### src/rtl/rib_arb_pkg.sv
// Shared definitions for the RIB slave-port arbiter: state encoding, error data
// and the default master indices.
package rib_arb_pkg;

  typedef enum logic [0:0] {
    IDLE = 1'b0,
    BUSY = 1'b1
  } arb_state_e;

  localparam logic [31:0] RIB_ERR_DATA = 32'hDEAD_BEEF;

  localparam int unsigned M_EX  = 0;
  localparam int unsigned M_DBG = 1;
  localparam int unsigned M_IF  = 2;

endpackage

### src/rtl/rib_arb_prio.sv
// Fixed-priority encoder (lowest index wins); starve_ovr promotes the top
// index (the fetch master) whenever it is requesting.
module rib_arb_prio
  import rib_arb_pkg::*;
#(
  parameter int unsigned NM = 3
) (
  input  logic [NM-1:0] req,
  input  logic          starve_ovr,
  output logic [2:0]    winner,
  output logic          any_req
);

  logic found;

  always_comb begin
    winner = '0;
    found  = 1'b0;
    for (int unsigned i = 0; i < NM; i++) begin
      if (req[i] && !found) begin
        winner = i[2:0];
        found  = 1'b1;
      end
    end
    if (starve_ovr && req[NM-1]) begin
      winner = 3'(NM-1);
    end
  end

  assign any_req = |req;

endmodule

### src/rtl/rib_arb.sv
// RIB slave-port arbiter: NM masters share one slave; grant held until ack.
// Optional bus timeout enabled by defining RIB_ARB_TIMEOUT_EN.
module rib_arb
  import rib_arb_pkg::*;
#(
  parameter int unsigned NM           = 3,
  parameter int unsigned STARVE_LIMIT = 4,
  parameter int unsigned TIMEOUT_CYC  = 64
) (
  input  logic             clk,
  input  logic             rst,
  input  logic [NM-1:0]    m_req_i,
  input  logic [NM-1:0]    m_we_i,
  input  logic [NM*32-1:0] m_addr_i,
  input  logic [NM*32-1:0] m_wdata_i,
  output logic [NM-1:0]    m_ack_o,
  output logic [31:0]      m_rdata_o,
  output logic             s_req_o,
  output logic             s_we_o,
  output logic [31:0]      s_addr_o,
  output logic [31:0]      s_wdata_o,
  input  logic [31:0]      s_rdata_i,
  input  logic             s_ack_i,
  output logic [2:0]       grant_o,
  output logic             busy_o,
  output logic             rib_hold_flag_o,
  output logic             err_o
);

  localparam int unsigned SW = $clog2(STARVE_LIMIT + 1);

  if (NM < 2 || NM > 8 || TIMEOUT_CYC < 2) begin : g_bad_cfg
    $error("rib_arb: unsupported configuration");
  end

  arb_state_e    state;
  logic [2:0]    grant;
  logic [SW-1:0] starve_cnt;
  logic [2:0]    winner;
  logic          any_req;
  logic          busy;
  logic          to_hit;
  logic          done;

  rib_arb_prio #(.NM(NM)) u_prio (
    .req        (m_req_i),
    .starve_ovr (starve_cnt == SW'(STARVE_LIMIT)),
    .winner     (winner),
    .any_req    (any_req)
  );

  assign busy = (state == BUSY);
  assign done = busy && (s_ack_i || to_hit);

  always_ff @(posedge clk or posedge rst) begin
    if (rst) begin
      state      <= IDLE;
      grant      <= '0;
      starve_cnt <= '0;
    end else begin
      case (state)
        IDLE: begin
          if (any_req) begin
            state <= BUSY;
            grant <= winner;
            if (winner == 3'(NM-1)) begin
              starve_cnt <= '0;
            end else if (m_req_i[NM-1] && starve_cnt != SW'(STARVE_LIMIT)) begin
              starve_cnt <= starve_cnt + 1'b1;
            end
          end
        end
        BUSY: begin
          if (done) state <= IDLE;
        end
        default: state <= IDLE;
      endcase
    end
  end

`ifdef RIB_ARB_TIMEOUT_EN
  localparam int unsigned TW = $clog2(TIMEOUT_CYC);

  logic [TW-1:0] timeout_cnt;

  // Held at zero while idle, which gives the required clear on BUSY entry.
  always_ff @(posedge clk or posedge rst) begin
    if (rst) begin
      timeout_cnt <= '0;
    end else if (!busy) begin
      timeout_cnt <= '0;
    end else if (!s_ack_i) begin
      timeout_cnt <= timeout_cnt + 1'b1;
    end
  end

  assign to_hit = busy && !s_ack_i && (timeout_cnt == TW'(TIMEOUT_CYC - 1));
`else
  assign to_hit = 1'b0;
`endif

  always_comb begin
    s_we_o    = 1'b0;
    s_addr_o  = '0;
    s_wdata_o = '0;
    m_ack_o   = '0;
    m_rdata_o = '0;
    for (int unsigned i = 0; i < NM; i++) begin
      if (busy && grant == 3'(i)) begin
        s_we_o     = m_we_i[i];
        s_addr_o   = m_addr_i[32*i +: 32];
        s_wdata_o  = m_wdata_i[32*i +: 32];
        m_ack_o[i] = done;
      end
    end
    if (done) begin
      m_rdata_o = to_hit ? RIB_ERR_DATA : s_rdata_i;
    end
  end

  assign s_req_o         = busy;
  assign busy_o          = busy;
  assign grant_o         = grant;
  assign err_o           = to_hit;
  assign rib_hold_flag_o = |(m_req_i[NM-2:0] & ~m_ack_o[NM-2:0]);

endmodule

### config.mk
export PLATFORM = sky130hd
export DESIGN_NAME = rib_arb
export DESIGN_NICKNAME = d
export VERILOG_FILES = /design/src/rtl/rib_arb_pkg.sv /design/src/rtl/rib_arb_prio.sv /design/src/rtl/rib_arb.sv
export SDC_FILE = /design/constraint.sdc
export NUM_CORES = 1
export LEC_CHECK = 0
export ABC_CLOCK_PERIOD_IN_PS = 1500
export BUFFER_PORTS_ARGS = -buffer_cell sky130_fd_sc_hd__buf_2
export CORE_AREA = 8 8 125 127
export CTS_CLUSTER_SIZE = 20
export DETAILED_ROUTE_END_ITERATION = 8
export DIE_AREA = 0 0 133 135
export HOLD_SLACK_MARGIN = 0.12
export PLACE_DENSITY = 0.56
export SKIP_LAST_GASP = 1
export SLEW_MARGIN = 20
export SYNTH_ARGS = -nofsm -noshare
export SYNTH_HDL_FRONTEND = slang
export SYNTH_SLANG_ARGS = --single-unit
export TNS_END_PERCENT = 10
### constraint.sdc
create_clock -name clk -period 1.5 [get_ports clk]
set_input_delay 0.15 -clock clk [delete_from_list [all_inputs] [get_ports clk]]
set_output_delay 0.15 -clock clk [all_outputs]
set_load 0.02 [all_outputs]
==> results.tsv <==
stage	metric	value	unit
drt	Starting DRT DRC Count	125	
critical_path	internal reg-to-reg setup slack	270	ps
sta	Final WS setup	-371	ps
drt	post-route ant nets	0	
sta	Final Hold Viols	0	
logic_synthesis	simple-gate share of the synthesized area	36.6	%
critical_path	critical path class	register to primary output	
drt	final WL	13.8	mm
critical_path	r2r startpoint	starve_cnt[0]	
logic_synthesis	largest family of logic cells by synthesized area	simple AND/OR/NAND/NOR gates	
sta	fin crit period	1870	ps
critical_path	cells on worst reg2reg path	5	
floorplanning	Initial Utilization	19.0	%
floorplanning	# IOs	340	
worst_hold_path	hold crit path type	input port to register	
outcome	status	finished with violations	
critical_path	type of origin of the critical path	register	
sta	RSZ-0062 raised after global routing	yes	
sta	setup violators final	68	
clocking	# H-tree levels	1	
floorplanning	die area	18000	sq um
logic_synthesis	Syn. warnings	0	
power_and_ir_drop	Max VDD drop	330	uV
clocking	total setup buffers inserted after CTS	0	
power_and_ir_drop	Power Density	784	nW/um^2
logic_synthesis	Yosys cell types	29	
clocking	Clk Latency, worst-skew pair	230	ps
critical_path	Worst Path Required	1350	ps
logic_synthesis	Adder-Cell Fraction of Synth Area	0.967	%
flow_run	Max-cap violations	0	
floorplanning	core area	13600	sq um
place	gpl congestion	0.793	
drt	Routed WL per cell	15.9	um
cells_and_area	final instance area	4780	sq um
clocking	CTS tree	yes	
place	buffers added on ports	337	
clocking	Sink Count	6	
sta	Hold Worst Slack	205	ps
critical_path	worst reg2reg path endpoint	starve_cnt[0]	
drt	vias	3724	
global_routing	pin count of the biggest net entering global routing	45	
floorplanning	Die Height	135	um
drt	DRC viols	0	
cells_and_area	Antenna Diode Count	0	
place	Placed Instance Area	4690	sq um
critical_path	critical path arrival	1720	ps
logic_synthesis	syn_area_per_cell	6.94	sq um
drt	drt first pass iters	4	
critical_path	Crit Path Max Fanout	39	
cells_and_area	fillcell total	1515	
logic_synthesis	Yosys reg bits	6	
floorplanning	Rows	43	
global_routing	initial antenna violation count	1	
global_routing	gr usage total	13.6	%
logic_synthesis	Mapped Cells	373	
cells_and_area	area grow syn2layout	84.8	%
logic_synthesis	Post-Syn Area	2590	sq um
power_and_ir_drop	LEAKAGE	2.63	nW
global_routing	vias in the first global route	3868	
sta	pins over their slew limit	0	
logic_synthesis	XOR/XNOR Fraction of Synth Area	0	%
sta	Final period util	125	%
sta	fmax	0.535	GHz
outcome	failing checks	negative setup slack	
clocking	clock root buffer	clkbuf_16	
logic_synthesis	mux cell area share after synthesis	25.5	%
logic_synthesis	register area share after synthesis	5.80	%
logic_synthesis	post-synthesis compound-gate area fraction	21.2	%
cells_and_area	nets@finish	923	
worst_hold_path	Hold EP	grant_o[0]	
clocking	Num CTS Buffers	3	
cells_and_area	share of post-route cells with drive strength above 1	69.6	%
drt	via/cell ratio	4.30	
clocking	Clock Path Buffers	2	
floorplanning	chip width	133	um
global_routing	first-pass GRT wire length	20.3	mm
place	Detail Placement HPWL	11.6	mm
worst_hold_path	Hold Path Origin	m_req_i[1]	
global_routing	global route overflow	0	
clocking	clock-pin slew on the worst setup and hold paths	30	ps
worst_hold_path	Worst Hold Depth	3	
power_and_ir_drop	post-route total power	3.75	mW
sta	Setup Skew	2.03	ps
critical_path	Setup crit end kind	primary output	
kinds of logic after synthesis:
logic type | after synthesis
buffers and inverters | 42
muxes | 66
AOI/OAI and AO/OA | 75
DFF | 6
adders and majority gates | 2
and+or+nand+nor | 181
other | 1
synthesized netlist by cell type:
library cell / n / area, sq um
and2_1: 1 / 6.26
buf_6: 5 / 56.3
dfrtp_1: 6 / 150
clkbuf_1: 22 / 82.6
ha_1: 2 / 25.0
nor2b_2: 1 / 8.76
nand3_1: 3 / 15.0
or2_2: 59 / 369
nor4b_1: 1 / 8.76
mux2i_1: 66 / 661
a21oi_1: 1 / 5.00
nor2b_1: 1 / 6.26
nand2_1: 69 / 259
buf_2: 5 / 25.0
a2bb2oi_1: 1 / 8.76
conb_1: 1 / 3.75
buf_4: 5 / 37.5
a21o_1: 1 / 7.51
nor2_1: 5 / 18.8
or2_0: 6 / 37.5
o31ai_1: 1 / 7.51
a21boi_0: 1 / 7.51
nor3_1: 1 / 5.00
inv_1: 3 / 11.3
nand2b_1: 1 / 6.26
a21boi_1: 65 / 488
o21ai_0: 5 / 25.0
buf_12: 2 / 40.0
and3_1: 33 / 206
timing repair:
| item | CTS | global route |
|---|---|---|
| endpoints found under the setup margin | 68 | 82 |
| hold endpoints to repair | 6 | 0 |
| gates resized for setup | 0 | 2 |
| hold buffers | 1 | 0 |
worst max-delay path by stage:
stage / slack [ps] / cells after the start / to / from
6_report: -370 / 5 / s_addr_o[4] / grant_o[0]
5_1_grt: -430 / 5 / s_wdata_o[20] / grant_o[0]
3_5_place_dp: -120 / 5 / s_addr_o[4] / grant_o[0]
2_1_floorplan: -80 / 6 / s_addr_o[25] / grant_o[0]
3_3_place_gp: -100 / 5 / s_addr_o[4] / grant_o[0]
4_1_cts: -360 / 5 / s_addr_o[4] / grant_o[0]
where the power goes:
part | switching [mW] | internal (mW) | total (mW) | leakage, nW
Clock | 0.0854 | 0.352 | 0.437 | 0.0382
Sequential | 0.0560 | 0.208 | 0.264 | 0.0723
Combinational | 1.65 | 1.40 | 3.05 | 2.52
cells in the final DEF, fill, tap and decap left out, types with 3 or more instances in the layout:
cell | Yosys | routed
and3_1 | 33 | 33
buf_12 | 2 | 8
a21boi_2 | 0 | 65
or2_0 | 6 | 6
buf_2 | 5 | 336
nand2_1 | 69 | 69
nand3_1 | 3 | 3
o21ai_0 | 5 | 5
buf_4 | 5 | 3
or2_2 | 59 | 59
nor2_1 | 5 | 5
mux2i_1 | 66 | 66
dfrtp_1 | 6 | 3
inv_1 | 3 | 3
clkbuf_16 | 0 | 3
area by class of cell:
type	count	area (sq um)	area share (%)
inverters	3	11.3	0.235
multi-input cells	326	2440	51.0
well taps	180	225	4.71
repair buffers	348	1870	39.2
flip-flops and latches	6	156	3.27
clock buffers	4	78.8	1.65
flip-flops by register name, indices dropped and copies added (netlist names):
name	count
grant_o	2
busy_o	1
starve_cnt	3
per-layer routing:
layer	GRT usage [%]	vias to the layer above	part of all wire, %
li1	-	1892	-
met2	26.3	187	52
met5	0	-	0.087
met3	4.68	4	9.4
met4	1.01	2	0.22
met1	14.3	1639	38
through the flow:
step / std cells / util (%) / setup TNS (ps) / setup WS [ps]
finish: 867 / 35.2 / -20870 / -371
floorplan: 374 / - / -1830 / -83.3
detailed placement: 862 / 34.5 / -5330 / -121
global route: 867 / 35.2 / -25090 / -430
global placement: 862 / 34.5 / -4820 / -105
CTS: 867 / 35.1 / -21370 / -361
critical path: stages (launching register included):
cell and delay (ps):
dfrtp_4 510, buf_12 210, mux2i_1 150, or2_2 280, a21boi_2 130, buf_2 180
Power figures use the tool's default switching activity.
